**src/rtl/prv664_pkg.sv**
```systemverilog
// Shared types for the prv664 pipeline.
// Dispatch packet layout, unit indices and small helpers.
package prv664_pkg;

  localparam int DISP_ALU = 0;
  localparam int DISP_BRU = 1;
  localparam int DISP_LSU = 2;
  localparam int DISP_FPU = 3;

  localparam int NREG = 32;

  typedef struct packed {
    logic [6:0]  opcode;
    logic [9:0]  funct;
    logic [4:0]  rs1;
    logic        rs1en;
    logic [4:0]  rs2;
    logic        rs2en;
    logic [4:0]  frs1;
    logic        frs1en;
    logic [4:0]  frs2;
    logic        frs2en;
    logic [4:0]  frs3;
    logic        frs3en;
    logic [4:0]  rd;
    logic        rden;
    logic [4:0]  frd;
    logic        frden;
    logic [63:0] pc;
    logic [19:0] imm;
    logic [11:0] csrindex;
    logic        csren;
    logic        fflagen;
    logic [7:0]  itag;
  } disp_pkt_t;

  function automatic logic [NREG-1:0] idx2mask(
    input logic [4:0] idx
  );
    logic [NREG-1:0] m;
    m = '0;
    m[idx] = 1'b1;
    return m;
  endfunction

endpackage

```
**src/rtl/pip_decode_interface.sv**
```systemverilog
// Decode-to-dispatch handshake.
// One packet plus its one-hot unit selector.
interface pip_decode_interface
  import prv664_pkg::*;
#(
  parameter int NUNIT = 4
);

  logic             valid;
  logic             ready;
  disp_pkt_t        pkt;
  logic [NUNIT-1:0] disp_dest;

  modport master (
    output valid,
    output pkt,
    output disp_dest,
    input  ready
  );

  modport slave (
    input  valid,
    input  pkt,
    input  disp_dest,
    output ready
  );

endinterface

```
**src/rtl/pip_scoreboard.sv**
```systemverilog
// Register busy scoreboard with writeback bypass.
// Reads see busy minus this cycle's clear.
module pip_scoreboard
  import prv664_pkg::*;
#(
  parameter bit ZERO_REG_HARDWIRED = 1'b0,
  parameter int NRD = 3
) (
  input  logic                clk_i,
  input  logic                arst_n,
  input  logic                flush_i,
  input  logic                set_i,
  input  logic [4:0]          set_idx_i,
  input  logic                clr_i,
  input  logic [4:0]          clr_idx_i,
  input  logic [NRD-1:0][4:0] rd_idx_i,
  output logic [NRD-1:0]      rd_busy_o
);

  logic [NREG-1:0] busy_q;
  logic [NREG-1:0] busy_d;
  logic [NREG-1:0] set_mask;
  logic [NREG-1:0] clr_mask;
  logic [NREG-1:0] busy_eff;

  assign set_mask = set_i ? idx2mask(set_idx_i) : '0;
  assign clr_mask = clr_i ? idx2mask(clr_idx_i) : '0;
  assign busy_eff = busy_q & ~clr_mask;

  // Next busy vector: set beats clear, flush beats all.
  always_comb begin
    busy_d = busy_eff | set_mask;
    if (ZERO_REG_HARDWIRED) begin
      busy_d[0] = 1'b0;
    end
    if (flush_i) begin
      busy_d = '0;
    end
  end

  // Bypassed read ports.
  always_comb begin
    rd_busy_o = '0;
    for (int k = 0; k < NRD; k++) begin
      rd_busy_o[k] = busy_eff[rd_idx_i[k]];
    end
  end

  // Busy register.
  always_ff @(posedge clk_i or negedge arst_n) begin
    if (!arst_n) begin
      busy_q <= '0;
    end else begin
      busy_q <= busy_d;
    end
  end

endmodule

```
**src/rtl/pip_disp_stage.sv**
```systemverilog
// Single-entry dispatch slot after decode.
// Checks int/fp hazards and routes to one unit.
module pip_disp_stage
  import prv664_pkg::*;
#(
  parameter int NUNIT = 4
) (
  input  logic             clk_i,
  input  logic             arst_n,
  input  logic             flush_i,
  pip_decode_interface.slave dec,
  output logic [NUNIT-1:0] unit_valid_o,
  input  logic [NUNIT-1:0] unit_ready_i,
  output disp_pkt_t        unit_pkt_o,
  input  logic             iwb_valid_i,
  input  logic [4:0]       iwb_index_i,
  input  logic             fwb_valid_i,
  input  logic [4:0]       fwb_index_i,
  output logic             stall_o
);

  logic             slot_valid_q;
  logic             slot_valid_d;
  disp_pkt_t        slot_pkt_q;
  disp_pkt_t        slot_pkt_d;
  logic [NUNIT-1:0] slot_dest_q;
  logic [NUNIT-1:0] slot_dest_d;

  logic [NUNIT-1:0] dec_dest_low;
  logic [2:0][4:0]  i_idx;
  logic [2:0]       i_busy;
  logic [3:0][4:0]  f_idx;
  logic [3:0]       f_busy;
  logic             ihaz;
  logic             fhaz;
  logic             hazard;
  logic             dest_nz;
  logic             go;
  logic             fire;
  logic             accept;
  logic             iset;
  logic             fset;

  // Keep only the lowest selector bit of a malformed multi-hot dest.
  assign dec_dest_low =
    dec.disp_dest & (~dec.disp_dest + NUNIT'(1));

  // Scoreboard read indices from the held packet.
  always_comb begin
    i_idx[0] = slot_pkt_q.rs1;
    i_idx[1] = slot_pkt_q.rs2;
    i_idx[2] = slot_pkt_q.rd;
    f_idx[0] = slot_pkt_q.frs1;
    f_idx[1] = slot_pkt_q.frs2;
    f_idx[2] = slot_pkt_q.frs3;
    f_idx[3] = slot_pkt_q.frd;
  end

  assign ihaz = (slot_pkt_q.rs1en & i_busy[0])
              | (slot_pkt_q.rs2en & i_busy[1])
              | (slot_pkt_q.rden  & i_busy[2]);
  assign fhaz = (slot_pkt_q.frs1en & f_busy[0])
              | (slot_pkt_q.frs2en & f_busy[1])
              | (slot_pkt_q.frs3en & f_busy[2])
              | (slot_pkt_q.frden  & f_busy[3]);
  assign hazard  = ihaz | fhaz;
  assign dest_nz = |slot_dest_q;
  assign go      = slot_valid_q & ~hazard & ~flush_i;
  assign fire    = go & (~dest_nz | |(slot_dest_q & unit_ready_i));
  assign accept  = dec.valid & dec.ready;

  assign dec.ready    = ~flush_i & (~slot_valid_q | fire);
  assign unit_valid_o = {NUNIT{go}} & slot_dest_q;
  assign unit_pkt_o   = slot_pkt_q;
  assign stall_o      = slot_valid_q & ~fire & ~flush_i;

  // Zero-dest packets complete without claiming a destination.
  assign iset = fire & slot_pkt_q.rden
              & (slot_pkt_q.rd != 5'd0) & dest_nz;
  assign fset = fire & slot_pkt_q.frden & dest_nz;

  // Slot next state: flush empties, load refills, fire drains.
  always_comb begin
    slot_valid_d = slot_valid_q;
    slot_pkt_d   = slot_pkt_q;
    slot_dest_d  = slot_dest_q;
    if (flush_i) begin
      slot_valid_d = 1'b0;
    end else if (accept) begin
      slot_valid_d = 1'b1;
      slot_pkt_d   = dec.pkt;
      slot_dest_d  = dec_dest_low;
    end else if (fire) begin
      slot_valid_d = 1'b0;
    end
  end

  // Slot registers.
  always_ff @(posedge clk_i or negedge arst_n) begin
    if (!arst_n) begin
      slot_valid_q <= 1'b0;
      slot_pkt_q   <= '0;
      slot_dest_q  <= '0;
    end else begin
      slot_valid_q <= slot_valid_d;
      slot_pkt_q   <= slot_pkt_d;
      slot_dest_q  <= slot_dest_d;
    end
  end

  pip_scoreboard #(
    .ZERO_REG_HARDWIRED (1'b1),
    .NRD                (3)
  ) u_iscb (
    .clk_i     (clk_i),
    .arst_n    (arst_n),
    .flush_i   (flush_i),
    .set_i     (iset),
    .set_idx_i (slot_pkt_q.rd),
    .clr_i     (iwb_valid_i),
    .clr_idx_i (iwb_index_i),
    .rd_idx_i  (i_idx),
    .rd_busy_o (i_busy)
  );

  pip_scoreboard #(
    .ZERO_REG_HARDWIRED (1'b0),
    .NRD                (4)
  ) u_fscb (
    .clk_i     (clk_i),
    .arst_n    (arst_n),
    .flush_i   (flush_i),
    .set_i     (fset),
    .set_idx_i (slot_pkt_q.frd),
    .clr_i     (fwb_valid_i),
    .clr_idx_i (fwb_index_i),
    .rd_idx_i  (f_idx),
    .rd_busy_o (f_busy)
  );

endmodule

```
**src/flat_wrapper.sv**
```systemverilog
// flat-port wrapper written by rule: the top's interface ports become plain ports
module pip_disp_stage_flat import prv664_pkg::*;
#(
  parameter int NUNIT = 4
)
  (clk_i, arst_n, flush_i, unit_valid_o, unit_ready_i, unit_pkt_o, iwb_valid_i, iwb_index_i, fwb_valid_i, fwb_index_i, stall_o, dec_valid, dec_pkt, dec_disp_dest, dec_ready);
  pip_decode_interface #(.NUNIT(NUNIT)) dec_i ();
  input  logic clk_i;
  input  logic arst_n;
  input  logic flush_i;
  output logic [NUNIT-1:0] unit_valid_o;
  input  logic [NUNIT-1:0] unit_ready_i;
  output disp_pkt_t unit_pkt_o;
  input  logic iwb_valid_i;
  input  logic [4:0] iwb_index_i;
  input  logic fwb_valid_i;
  input  logic [4:0] fwb_index_i;
  output logic stall_o;
  input wire logic [$bits(dec_i.valid)-1:0] dec_valid;
  input wire logic [$bits(dec_i.pkt)-1:0] dec_pkt;
  input wire logic [$bits(dec_i.disp_dest)-1:0] dec_disp_dest;
  output wire logic [$bits(dec_i.ready)-1:0] dec_ready;
  assign dec_i.valid = dec_valid;
  assign dec_i.pkt = dec_pkt;
  assign dec_i.disp_dest = dec_disp_dest;
  assign dec_ready = dec_i.ready;
  pip_disp_stage #(.NUNIT(NUNIT)) u_core (.clk_i(clk_i), .arst_n(arst_n), .flush_i(flush_i), .dec(dec_i), .unit_valid_o(unit_valid_o), .unit_ready_i(unit_ready_i), .unit_pkt_o(unit_pkt_o), .iwb_valid_i(iwb_valid_i), .iwb_index_i(iwb_index_i), .fwb_valid_i(fwb_valid_i), .fwb_index_i(fwb_index_i), .stall_o(stall_o));
endmodule
```
**config.mk**
```make
export PLATFORM = sky130hd
export DESIGN_NAME = pip_disp_stage_flat
export DESIGN_NICKNAME = d
export VERILOG_FILES = /design/src/rtl/prv664_pkg.sv /design/src/rtl/pip_decode_interface.sv /design/src/rtl/pip_scoreboard.sv /design/src/rtl/pip_disp_stage.sv /design/src/flat_wrapper.sv
export SDC_FILE = /design/constraint.sdc
export NUM_CORES = 1
export LEC_CHECK = 0
export BUFFER_PORTS_ARGS = -buffer_cell sky130_fd_sc_hd__buf_2
export CORE_ASPECT_RATIO = 1.4
export CORE_MARGIN = 8
export CORE_UTILIZATION = 50
export CTS_CLUSTER_SIZE = 25
export DETAILED_ROUTE_END_ITERATION = 6
export PLACE_DENSITY_LB_ADDON = 0.15
export SYNTH_ARGS = -nofsm -noshare
export SYNTH_HDL_FRONTEND = slang
export SYNTH_SLANG_ARGS = --single-unit
```
**constraint.sdc**
```tcl
create_clock -name clk_i -period 8 [get_ports clk_i]
set_clock_uncertainty 0.15 [all_clocks]
set_input_delay 0.4 -clock clk_i [delete_from_list [all_inputs] [get_ports clk_i]]
set_output_delay 0.4 -clock clk_i [all_outputs]
set_load 0.02 [all_outputs]
```
==> impl_results.md <==
* Final Cycle Share at roughly 72%
* Cell Area, Placed at 14700 µm²
* First-pass GRT wire length at ~80000 µm
* Mapped Area at 12800 µm²
* Die X at 151 µm
* Crit Reg-Reg Endpoint: u_core.unit_pkt_o[7]
* Async S/R FF share, synth at 100%
* Initial Util at between 50 and 60%
* TritonCTS clock tree: done
* Input/output buffers at 359
* Simple-gate share of the synthesized area at 14.3%
* Chip height at between 200 and 250 µm
* Ys Warns at 0
* Iter 0 DRT Violations at 964
* EDFF count, synth at 0
* R2r startpoint: u_core.unit_pkt_o[108]
* Leak at approximately 7.6 nW
* Critical Path Fanout Max at 21
* Rel. slew slack at between 20 and 25%
* RSZ-0062 raised after global routing: no
* Synth Area in XOR/XNOR at less than 1%
* Hold WC Path Type: input pin to flop
* Status: finished, final reports clean
* # resized after CTS at 0
* Post-synthesis mux area share at 21.6%
* Most frequent cells in the layout: 358 x buf_2, 233 x dfrtp_1, 169 x dlygate4sd3_1, 107 x mux2_1, 74 x mux2_2
* Global-route usage over all layers at 33.3%
* NetSw at 1.69 mW
* Core Area at 25300 µm²
* Die area at a little over 30000 µm²
* Hold Path Depth at 2
* Antenna violations before repair at 2
* ANT nets after route at 0
* Syn_nets at 1383
* Clock-pin transition on the worst setup and hold timing paths at 0.06 ns
* Nature of the critical path endpoint: primary output
* VDD IR max at 0.252 mV
* Ys flop type: dfrtp_1
* Type of origin of the critical path: flop
* Hold Fails Final Rpt at 0
* Hold Slack at 0.0226 ns
* Seq pwr share at between 30 and 40%
* Multi-input logic area at 6530 µm²
* Final setup viols at 0
* Post-synthesis adder-cell area fraction at 0%
* Max Cap Viol at 0
* Setup Crit Path Kind: flop to primary output
* Largest net degree at the start of global routing at around 150
* Layout Nets at 1853
* Drt drc at 0
* Clock sink total at about 230
* First-pass DRT Iterations at 5
* Layout area overhead at 35.0%
* Pwr Density at 254 nW/µm²
* GRT overflow at 0
* Register area at 5830 µm²
* Routability cong. at 0.972
* Vias in the first global route at roughly 13000
* Hold Crit Start: dec_valid
* Post-detailed-routing wire length at 52800 µm
* Largest family of logic cells by synthesized area: multiplexers
* Routed WL per cell at around 26 µm
* Vias at between 10000 and 15000
* Combinational share of power at 31.4%
* Row count at 69
* IO Count at 360
* Worst Max-Slew Pin Slew at about 1.2 ns
* P_int at 2.72 mW
* Reg2Reg Depth at 10
* Final Cell Area at about 17000 µm²
* Sw frac at roughly two fifths
* Leading cell type in the layout, fill and taps excluded: buf_2
* Via density at around 6.3
* Clock power share at 29.1%
* Slew Viols, Final at 0
* Fraction of layout cells with a size suffix above 1 at 30.1%
* Setup TNS at 0 ns
* Synth unique cells at 70
* DP HPWL at 35200 µm
* Post-CTS Setup Bufs at 0
* Clock Latency Late Sink at 0.53 ns
* Post-layout min period at approximately 5.8 ns
* Compound-Gate Fraction of Synth Area at 14.1%
* Register-to-register setup slack at 2.49 ns
* Avg Synthesized Cell Area at 10.8 µm²
* Total CTS buffers at 25
* CP arrival at 5.21 ns
* Fillers at 1898
* WP data required at 7.45 ns
* CTS Buffer Depth at 3
* Seq/Total Area, Yosys at 45.4%
* Synth Instances at 1194
* Root buf cell: clkbuf_16
* H-Tree Level Count at 1
* #FFs+latches synth at 233
* Hold EP: u_core.slot_valid_q
* Peak Freq at 174 MHz
## worst max-delay path: stages, from the launching register on
cell and delay [ns]:
dfrtp_1 0.86, clkinv_1 0.52, nand2_1 0.21, or4bb_1 0.41, a21oi_1 0.16, nor4_1 0.12
and4_1 0.26, a211oi_2 0.87, nand2_1 0.74, nor2_1 0.29, buf_2 0.24
## worst max path at each step
| stage | start | endpoint | slack, ns | cells after the start |
|---|---|---|---|---|
| after CTS | u_core.unit_pkt_o[131] | unit_valid_o[2] | 2.33 | 10 |
| after floorplan | u_core.unit_pkt_o[125] | unit_valid_o[1] | 4.25 | 12 |
| after global placement | fwb_index_i[0] | u_core.unit_pkt_o[85] | 2.52 | 11 |
| after global routing | u_core.unit_pkt_o[131] | unit_valid_o[2] | 1.97 | 10 |
| after detailed placement | fwb_index_i[0] | u_core.unit_pkt_o[91] | 2.42 | 11 |
| final | u_core.unit_pkt_o[107] | unit_valid_o[3] | 2.24 | 10 |
## metrics by stage
stage	util, %	std cells	total power [mW]	setup slack [ns]
floorplan	-	1194	2.46	4.25
global placement	58.2	1787	2.99	2.52
detailed placement	58.2	1787	3.01	2.42
CTS	68.5	2002	4.37	2.33
global route	68.5	2003	4.58	1.97
finish	68.5	2003	4.41	2.24
## cell usage after synthesis (17+ instances only)
cell type	instances	area, µm²
mux2_2	74	833
inv_1	20	75.1
nor3_1	27	135
dfrtp_1	233	5830
nand3_1	47	235
nor2_1	58	218
o31ai_1	34	255
a21oi_1	17	85.1
nand4_1	19	119
o211ai_1	26	195
nand2b_1	42	263
nand2_1	56	210
mux2i_1	60	601
mux2_1	107	1200
o21ai_0	57	285
clkbuf_1	61	229
o41ai_1	23	201
## cell type report
cell class              count  area share, %
diodes                      1         0.0144
clock buffers              32           4.05
clock inverters            14           1.21
inverters                  23          0.498
multi-input cells         845           37.7
flip-flops and latches    233           33.6
well taps                 319           2.30
repair buffers            536           20.6
## power by group through the flow
stage,sequential (mW),clock (mW),combinational (mW)
after floorplan,1.83,0,0.636
after global placement,1.71,0,1.27
after detailed placement,1.72,0,1.29
after CTS,1.71,1.30,1.36
after global routing,1.77,1.35,1.46
final,1.74,1.28,1.38
## logic make-up (layout without fill, tap and decap cells)
logic type      after synthesis  in the layout
xor+xnor                     11             11
compound gates              254            254
buf+inv                     116            605
simple gates                333            333
other cells                   0              1
flops                       233            233
mux                         247            247
## repair_timing
item | 4_1_cts | 5_1_grt
hold buffers | 169 | 0
endpoints found under the setup margin | 0 | 0
hold endpoints to repair | 267 | 0
## metal layers
metal,track usage (%),vias up,routed length [µm]
li1,-,5474,-
met1,36.7,6187,18100
met2,57.7,789,26800
met3,7.39,221,4570
met4,19.2,2,3330
met5,0,-,10
## state kept, by name, summed over array words and instances, names as in the netlist
register              flops
u_core.slot_dest_q        4
u_core.slot_valid_q       1
u_core.u_fscb.busy_q     32
u_core.u_iscb.busy_q     31
u_core.unit_pkt_o       165
(Power assumes the default switching activity.)
